**config.mk**
```make
export PLATFORM = sky130hd
export DESIGN_NAME = fetch_sequencer
export DESIGN_NICKNAME = d
export VERILOG_FILES = /design/src/rtl/fetch_pkg.sv /design/src/rtl/fetch_sequencer.sv
export SDC_FILE = /design/constraint.sdc
export NUM_CORES = 1
export LEC_CHECK = 0
export BUFFER_PORTS_ARGS = -buffer_cell sky130_fd_sc_hd__buf_2
export CAP_MARGIN = 5
export CORE_ASPECT_RATIO = 0.8
export CORE_UTILIZATION = 50
export DETAILED_ROUTE_END_ITERATION = 10
export PLACE_DENSITY = 0.79
export SLEW_MARGIN = 20
export SYNTH_ARGS = -nofsm -noshare
export SYNTH_HDL_FRONTEND = slang
export SYNTH_SLANG_ARGS = --single-unit
export TNS_END_PERCENT = 5
```
**constraint.sdc**
```tcl
create_clock -name i_clk -period 8.5 [get_ports i_clk]
set_input_delay 0 -clock i_clk [delete_from_list [all_inputs] [get_ports i_clk]]
set_output_delay 0 -clock i_clk [all_outputs]
set_load 0.01 [all_outputs]
```
**src/rtl/fetch_pkg.sv**
```systemverilog
// Shared fetch-sequencer types and constants.
// Address bit numbering follows the core: bit 0 is the MSB, so "bits [0:31]" is [63:32] here.
package fetch_pkg;

    localparam int unsigned ADDR_W  = 64;
    localparam int unsigned INSTR_W = 32;

    localparam logic [ADDR_W-1:0] RESET_FETCH_ADDR = 64'h0;

    typedef enum logic [2:0] {
        BOOT,
        REQ,
        WAIT,
        DROP,
        HOLD,
        ERR
    } fetch_state_e;

    // 32b mode clears the upper word at the moment an address is latched.
    function automatic logic [ADDR_W-1:0] mask_addr(input logic [ADDR_W-1:0] addr,
                                                    input logic              mode32);
        mask_addr = mode32 ? {{(ADDR_W-32){1'b0}}, addr[31:0]} : addr;
    endfunction

endpackage

```
**src/rtl/fetch_sequencer.sv**
```systemverilog
// Instruction fetch sequencer: one outstanding memory request, holds the fetched instruction
// for decode, redirects on flush and parks in an absorbing error state on any fault.
module fetch_sequencer
    import fetch_pkg::*;
(
    input  logic               i_clk,
    input  logic               i_rst,
    input  logic               i_32b_mode,
    input  logic [ADDR_W-1:0]  i_next_instr_addr,
    output logic               o_stall,
    input  logic               i_flush,
    input  logic [ADDR_W-1:0]  i_flush_addr,
    output logic               o_mem_req_valid,
    input  logic               i_mem_req_ready,
    output logic [ADDR_W-1:0]  o_mem_req_addr,
    input  logic               i_mem_rsp_valid,
    input  logic [INSTR_W-1:0] i_mem_rsp_data,
    input  logic               i_mem_rsp_err,
    output logic               o_instr_valid,
    output logic [INSTR_W-1:0] o_instr,
    output logic [ADDR_W-1:0]  o_instr_addr,
    input  logic               i_instr_ready,
    output logic               o_fetch_err
);

    fetch_state_e       state_q;
    logic               req_valid_q;
    logic [ADDR_W-1:0]  req_addr_q;
    logic               instr_valid_q;
    logic [INSTR_W-1:0] instr_q;
    logic [ADDR_W-1:0]  instr_addr_q;
    logic               fetch_err_q;
    logic               pend_q;
    logic [ADDR_W-1:0]  pend_addr_q;

    logic               launch;
    logic               proto_err;
    logic               rsp_fault;
    logic               to_err;
    logic [ADDR_W-1:0]  tgt_raw;
    logic [ADDR_W-1:0]  tgt;

    // launch: this edge starts a new request at tgt (unless tgt is misaligned).
    always_comb begin
        launch    = 1'b0;
        proto_err = 1'b0;
        rsp_fault = 1'b0;
        tgt_raw   = RESET_FETCH_ADDR;
        unique case (state_q)
            BOOT: begin
                proto_err = i_mem_rsp_valid;
                launch    = 1'b1;
                if (i_flush) tgt_raw = i_flush_addr;
            end
            REQ: proto_err = i_mem_rsp_valid;
            WAIT: begin
                if (i_mem_rsp_valid) begin
                    if (i_flush) begin
                        launch  = 1'b1;
                        tgt_raw = i_flush_addr;
                    end else begin
                        rsp_fault = i_mem_rsp_err;
                    end
                end
            end
            DROP: begin
                if (i_mem_rsp_valid) begin
                    launch  = 1'b1;
                    tgt_raw = i_flush ? i_flush_addr : pend_addr_q;
                end
            end
            HOLD: begin
                proto_err = i_mem_rsp_valid;
                if (i_flush) begin
                    launch  = 1'b1;
                    tgt_raw = i_flush_addr;
                end else if (i_instr_ready) begin
                    launch  = 1'b1;
                    tgt_raw = i_next_instr_addr;
                end
            end
            default: ;
        endcase
        tgt    = mask_addr(tgt_raw, i_32b_mode);
        to_err = proto_err | rsp_fault | (launch & (tgt[1:0] != 2'b00));
    end

    always_ff @(posedge i_clk or posedge i_rst) begin
        if (i_rst) begin
            state_q       <= BOOT;
            req_valid_q   <= 1'b0;
            req_addr_q    <= RESET_FETCH_ADDR;
            instr_valid_q <= 1'b0;
            instr_q       <= '0;
            instr_addr_q  <= '0;
            fetch_err_q   <= 1'b0;
            pend_q        <= 1'b0;
            pend_addr_q   <= '0;
        end else if (to_err) begin
            state_q       <= ERR;
            fetch_err_q   <= 1'b1;
            req_valid_q   <= 1'b0;
            instr_valid_q <= 1'b0;
            pend_q        <= 1'b0;
        end else if (launch) begin
            state_q       <= REQ;
            req_valid_q   <= 1'b1;
            req_addr_q    <= tgt;
            instr_valid_q <= 1'b0;
            pend_q        <= 1'b0;
        end else begin
            case (state_q)
                REQ: begin
                    // A presented request is never withdrawn; a flush only arms the drop.
                    if (i_flush) begin
                        pend_q      <= 1'b1;
                        pend_addr_q <= mask_addr(i_flush_addr, i_32b_mode);
                    end
                    if (i_mem_req_ready) begin
                        req_valid_q <= 1'b0;
                        state_q     <= (pend_q || i_flush) ? DROP : WAIT;
                    end
                end
                WAIT: begin
                    if (i_mem_rsp_valid) begin
                        instr_q       <= i_mem_rsp_data;
                        instr_addr_q  <= req_addr_q;
                        instr_valid_q <= 1'b1;
                        state_q       <= HOLD;
                    end else if (i_flush) begin
                        pend_q      <= 1'b1;
                        pend_addr_q <= mask_addr(i_flush_addr, i_32b_mode);
                        state_q     <= DROP;
                    end
                end
                DROP: begin
                    if (i_flush) pend_addr_q <= mask_addr(i_flush_addr, i_32b_mode);
                end
                default: ;
            endcase
        end
    end

    assign o_mem_req_valid = req_valid_q;
    assign o_mem_req_addr  = req_addr_q;
    assign o_instr_valid   = instr_valid_q;
    assign o_instr         = instr_q;
    assign o_instr_addr    = instr_addr_q;
    assign o_fetch_err     = fetch_err_q;
    assign o_stall         = !(instr_valid_q && i_instr_ready);

endmodule

```
==> impl_metrics.env, run 1 <==
export IMPL_hpwl_um=17300
export IMPL_portBuffers=331
export IMPL_cellPowerDensity_nw_per_um2=305
export IMPL_crit_type="flop to flop"
export IMPL_grt_antenna_before_repair=2
export IMPL_finalCriticalPeriod_ps=2920
export IMPL_worstPathArrival_ps=3310
export IMPL_area_growth_pct=42.7
export IMPL_clk_latency_ps=510
export IMPL_syn_nets=923
export IMPL_cts_hold_buf=162
export IMPL_grt_overflow_total=0
export IMPL_required_ps=8890
export IMPL_path_clk_slew_ps=60
export IMPL_max_freq_mhz=343
export IMPL_die_w_um=161
export IMPL_ys_ff_latch=231
export IMPL_globalplace_congestion=0.808
export IMPL_slew_viol_final=0
export IMPL_power_leakage_nw=7.27
export IMPL_fin_hold_ws_ps=123
export IMPL_htree_num_levels=1
export IMPL_die_h_um=129
export IMPL_synth_warnings=0
export IMPL_setup_violations=0
export IMPL_drc=0
export IMPL_syn_area_per_cell_um2=13.3
export IMPL_rsz0062_at_grt="false"
export IMPL_finalCritPeriodShare_pct=34.3
export IMPL_fillCellCount=1282
export IMPL_cts_buffers=24
export IMPL_cts_path_max_buffers=3
export IMPL_hold_path_class="primary input to flop"
export IMPL_synth_cell_type_count=42
export IMPL_rows=46
export IMPL_maxCapViolCount=0
export IMPL_cts_tree="built"
export IMPL_cp_max_fo=64
export IMPL_wl_per_cell_um=20.7
export IMPL_cts_root_buf="clkbuf_16"
export IMPL_grt_max_degree=100
export IMPL_p_total_mw=4.39
export IMPL_vias_per_cell=5.61
export IMPL_yosysSeqAreaShare_pct=57.4
export IMPL_tns_ps=0
export IMPL_clock_skew_ps=5.66
export IMPL_cp_start_kind="flop"
export IMPL_worst_slew_pin_slew_ps=1060
export IMPL_start_util_pct=50.8
export IMPL_drt_iter0_markers=744
export IMPL_register_area_um2=5780
export IMPL_wirelength_um=31300
export IMPL_final_antenna_net_count=0
export IMPL_first_pass_iters=8
export IMPL_ioPinCount=332
export IMPL_cp_end_kind="flop"
export IMPL_grt_pass1_wl_um=48500
export IMPL_finalHoldViolCount=0
export IMPL_coreArea_um2=19800
export IMPL_grt_use_total_pct=29.8
export IMPL_drive_above_1_share_pct=44.6
export IMPL_vias=8489
export IMPL_yosys_area_top_type="dfrtp_1"
export IMPL_multiInputGateArea_um2=3990
export IMPL_clock_sinks=231
export IMPL_syn_area_um2=10100
export IMPL_synth_cells=755
export IMPL_slew_headroom_pct=29.1
export IMPL_status="complete, no violations"
export IMPL_cts_repair_resized=0
export IMPL_ir_worst_vdd_uv=201
export IMPL_ys_top_cells_by_area="dfrtp_1 57%, mux2_2 11%, mux2_4 9.4%"
export IMPL_final_nets=1397
export IMPL_netlist_area_leader_share_pct=57.4
export IMPL_grt_pass1_vias=8800
export IMPL_post_cts_buffers=0
export IMPL_dieArea_um2=20700
state kept, by name (all words and copies together) (netlist names):
name,flops
o_instr_valid,1
o_instr_addr,64
pend_q,1
o_fetch_err,1
state_q,3
o_instr,32
o_mem_req_valid,1
o_mem_req_addr,64
pend_addr_q,64
layout make-up:
type	instances	share of cell area, %
Sequential cell	231	40.2
Multi-Input combinational cell	466	27.7
Timing Repair Buffer	505	23.6
Clock buffer	29	4.60
Tap cell	264	2.30
Clock inverter	15	1.45
Inverter	1	0.0784
Antenna cell	2	0.0348
synthesized netlist by cell type (all sizes together):
master	n
dfrtp	231
mux2	158
nand2	96
nand2b	37
o21ai	36
buf	33
a222oi	32
o2bb2ai	32
a22oi	30
clkbuf	24
nor2	11
a21oi	6
nor3	5
a211oi	4
nand3b	3
and2	2
nor2b	2
o21bai	2
a21o	1
inv	1
mux2i	1
nor4	1
nor4b	1
o2111ai	1
o211ai	1
o21a	1
o22ai	1
o32a	1
or2b	1
path summary, 6_finish.rpt:
kind | startpoint | end | slack (ps) | depth (start not counted)
worst max-delay path | state_q[2] | o_mem_req_addr[15] | 5580 | 5
worst max register to register | state_q[2] | o_mem_req_addr[15] | 5580 | 5
worst min-delay path | i_next_instr_addr[0] | state_q[2] | 120 | 5
min in group asynchronous | i_rst | o_instr_addr[26] | 190 | 3
worst min register to register | o_fetch_err | o_fetch_err | 460 | 1
max in group asynchronous | i_rst | o_instr_addr[13] | 6870 | 4
routing by layer:
| layer | up-vias | part of all wire (%) | track usage, % |
|---|---|---|---|
| li1 | 3701 | - | - |
| met1 | 4227 | 39 | 36.9 |
| met2 | 488 | 51 | 52.9 |
| met3 | 71 | 8.0 | 6.25 |
| met4 | 2 | 2.6 | 8.91 |
| met5 | - | 0.042 | 0 |
placed cells by master (no fill, tap or decap), types with 2 or more instances in the layout:
master	synthesis	final
dfrtp_1	231	231
and2_1	2	2
nand2_1	95	95
nor2_1	10	10
o2bb2ai_1	32	32
buf_8	0	2
a222oi_1	32	32
dlygate4sd3_1	0	162
nor3_4	1	3
buf_4	4	10
clkbuf_8	0	2
nand2b_1	37	37
clkbuf_16	0	25
clkbuf_1	24	2
mux2_2	95	95
mux2_4	63	63
clkinv_2	0	7
o21bai_1	2	2
bufinv_16	0	5
buf_2	19	331
o21ai_0	34	34
a22oi_1	30	30
nor3_1	2	2
a21oi_1	5	5
nand3b_1	3	3
a211oi_1	3	3
diode_2	0	2
clkinvlp_4	0	2
stage by stage:
step,instances,worst slack (ps),util (%),instance area [µm²]
floorplan,755,2170,-,10100
CTS,1509,5580,72.4,14300
global placement,1303,5700,59.8,11800
finish,1513,5580,72.6,14400
detailed placement,1303,5630,59.8,11800
global route,1512,5430,72.5,14400
logic make-up after synthesis:
| kind of cell | share of synthesized area (%) |
|---|---|
| mux | 20.1 |
| compound gates | 11.5 |
| buf+inv | 3.22 |
| flops | 57.4 |
| simple gates | 7.68 |
where the power goes:
part	leakage, nW	switching (mW)	total, mW	internal (mW)
clock	0.427	0.443	1.15	0.707
sequential	3.04	0.324	1.85	1.53
combinational	3.80	0.669	1.39	0.718
total	7.27	1.44	4.39	2.95
worst max-delay path, cell delays in order (launching register included):
cell	delay (ps)
dfrtp_1	530
nand2b_1	440
a211oi_1	160
a211oi_2	450
nand2_4	620
mux2_4	530
No activity file was read; power rests on OpenSTA's default activity.
==> inputs of run 2 (changes only) <==
--- a/config.mk
+++ b/config.mk
@@ -8,9 +8,9 @@
 export BUFFER_PORTS_ARGS = -buffer_cell sky130_fd_sc_hd__buf_2
 export CAP_MARGIN = 5
 export CORE_ASPECT_RATIO = 0.8
-export CORE_UTILIZATION = 50
+export CORE_UTILIZATION = 46
 export DETAILED_ROUTE_END_ITERATION = 10
-export PLACE_DENSITY = 0.79
+export PLACE_DENSITY = 0.77
 export SLEW_MARGIN = 20
 export SYNTH_ARGS = -nofsm -noshare
 export SYNTH_HDL_FRONTEND = slang
==> constraint.sdc (replaced) <==
create_clock -name i_clk -period 2.6 [get_ports i_clk]
set_input_delay 0 -clock i_clk [delete_from_list [all_inputs] [get_ports i_clk]]
set_output_delay 0 -clock i_clk [all_outputs]
set_load 0.01 [all_outputs]
==> run 2 against run 1 <==
Worst hold slack worse by 47 ps. Final area is 0.71% higher. Flip-flop and latch count stayed put. Combinational power grew to 3.3 times the previous value. Critical path type unchanged. Critical endpoint is now o_instr_addr[40]. Largest cell class unchanged.
==> impl_metrics.env, run 2 (same netlist as run 1, synthesis figures left out) <==
export IMPL_path_clk_slew_ps=60
export IMPL_slew_viol_final=0
export IMPL_setup_violations=0
export IMPL_rows=48
export IMPL_cpPeakStageDelay_ps=580
export IMPL_grt_overflow_total=0
export IMPL_dieArea_um2=22500
export IMPL_finalHoldViolCount=0
export IMPL_p_clk_share_pct=25.1
export IMPL_final_nets=1406
export IMPL_cellPowerDensity_nw_per_um2=979
export IMPL_required_ps=2990
export IMPL_cpMaxStageDelayCell="dfrtp_1"
export IMPL_fillCellCount=1461
export IMPL_utilization_pct=67.3
export IMPL_slew_headroom_pct=60.2
export IMPL_design_area_um2=14500
export IMPL_hpwl_um=17100
export IMPL_worstPathArrival_ps=2740
export IMPL_cts_repair_resized=0
export IMPL_start_util_pct=46.8
export IMPL_wl_per_cell_um=19.8
export IMPL_ff2ff_path_depth=6
export IMPL_cts_root_buf="clkbuf_16"
export IMPL_placed_cell_area_um2=12000
export IMPL_vias_per_cell=5.52
export IMPL_rsz0062_at_grt="false"
export IMPL_vias=8469
export IMPL_finalCritPeriodShare_pct=90.5
export IMPL_finalCriticalPeriod_ps=2350
export IMPL_cp_end_kind="flop"
export IMPL_cts_path_max_buffers=3
export IMPL_intPower_mw=9.53
export IMPL_clock_skew_ps=19.8
export IMPL_clock_sinks=231
export IMPL_area_growth_pct=43.7
export IMPL_grt_max_degree=102
export IMPL_final_cell_mix="331 x buf_2, 231 x dfrtp_1, 164 x dlygate4sd3_1, 95 x mux2_2, 95 x nand2_1"
export IMPL_netSwitchingPower_mw=4.63
export IMPL_globalplace_congestion=0.841
export IMPL_power_leakage_nw=7.30
export IMPL_hold_path_class="primary input to asynchronous set/reset pin"
export IMPL_register_area_um2=5780
export IMPL_fin_hold_ws_ps=75.6
export IMPL_power_switching_fraction_pct=32.7
export IMPL_grt_pass1_wl_um=48100
export IMPL_coreArea_um2=21500
export IMPL_max_freq_mhz=425
export IMPL_drc=0
export IMPL_die_h_um=134
export IMPL_wirelength_um=30300
export IMPL_clk_latency_ps=520
export IMPL_cp_start_kind="flop"
export IMPL_cp_max_fo=53
export IMPL_drt_met1_wl_um=12200
export IMPL_p_total_mw=14.2
export IMPL_cp_num_cells=6
export IMPL_placed_cells=1323
export IMPL_status="complete, no violations"
export IMPL_route_met2_wl_um=14600
export IMPL_multiInputGateArea_um2=3990
export IMPL_path_buf_inv=1
export IMPL_worst_slew_pin_slew_ps=597
export IMPL_final_common_cell="buf_2"
export IMPL_routed_top_layer="met5"
export IMPL_grt_use_total_pct=26.9
export IMPL_crit_family="compound AO/OA/AOI/OAI gates"
export IMPL_cts_buffers=24
export IMPL_drt_iter0_markers=815
export IMPL_portBuffers=331
export IMPL_post_cts_buffers=0
export IMPL_drive_above_1_share_pct=44.3
export IMPL_ir_worst_vdd_uv=589
export IMPL_layoutNonFillerInstCount=1533
export IMPL_grt_pass1_vias=8910
export IMPL_final_antenna_net_count=0
export IMPL_ioPinCount=332
export IMPL_seqPwrFrac_pct=42.3
export IMPL_grt_antenna_before_repair=3
export IMPL_first_pass_iters=6
export IMPL_htree_num_levels=1
export IMPL_crit_type="flop to flop"
export IMPL_maxCapViolCount=0
export IMPL_die_w_um=167
export IMPL_cts_tree="built"
export IMPL_crit_chain="a21oi_1, o21ai_1, o21ai_2, nor3_4, buf_12, mux2_2"
export IMPL_route_met3_wl_um=2630
export IMPL_combPwrFrac_pct=32.6
[run 2: changes by cell type in the layout (fill, tap and decap cells not counted), sizes merged]
cell	before	now
clkbuf	29	35
buf	343	350
clkinv	8	6
inv	1	0
clkinvlp	2	1
bufinv	5	3
dlygate4sd3	162	164
[run 2: metal layers]
layer	vias to the layer above	track usage (%)
li1	3715	-
met5	-	0
met1	4205	33.7
met4	2	9.53
met3	82	6.76
met2	465	45.2
[run 2: worst register-to-register path, stage by stage, from the launching register on]
cell,delay (ps)
dfrtp_1,580
a21oi_1,150
o21ai_1,330
o21ai_2,160
nor3_4,240
buf_12,320
mux2_2,470
[run 2: worst paths after layout]
| path | startpoint | slack (ps) | endpoint |
|---|---|---|---|
| worst min-delay path | i_rst | 80 | o_instr[31] |
| worst max register to register | state_q[0] | 250 | o_instr_addr[40] |
| max in group asynchronous | i_rst | 1550 | o_instr_addr[51] |
| worst max-delay path | state_q[0] | 250 | o_instr_addr[40] |
| worst min register to register | o_fetch_err | 480 | o_fetch_err |
| min in group i_clk | i_32b_mode | 110 | pend_addr_q[33] |
[run 2: layout make-up]
class	instances	share of cell area (%)
clock inverters	9	0.830
clock buffers	35	4.72
multi-input cells	466	27.5
diodes	2	0.0346
inverters	1	0.0519
flip-flops and latches	231	40.0
repair buffers	514	24.5
well taps	275	2.38
[run 2: what timing repair did]
item | 4_1_cts | 5_1_grt
hold buffers | 164 | 0
endpoints found under the hold margin | 249 | 0
setup endpoints to repair | 0 | 0
[run 2: power by group through the flow]
stage | combinational, mW | sequential, mW | clock, mW
floorplan | 2.42 | 6.15 | 0
global placement | 4.24 | 5.89 | 0
detailed placement | 4.36 | 5.94 | 0
CTS | 4.57 | 5.91 | 3.62
global route | 4.97 | 6.13 | 3.77
finish | 4.62 | 5.99 | 3.56
[run 2: per-stage QoR]
stage          TNS [ps]  setup slack, ps
2_1_floorplan    -97470             -422
3_3_place_gp          0              380
3_5_place_dp          0              324
4_1_cts               0              307
5_1_grt               0              133
6_report              0              248
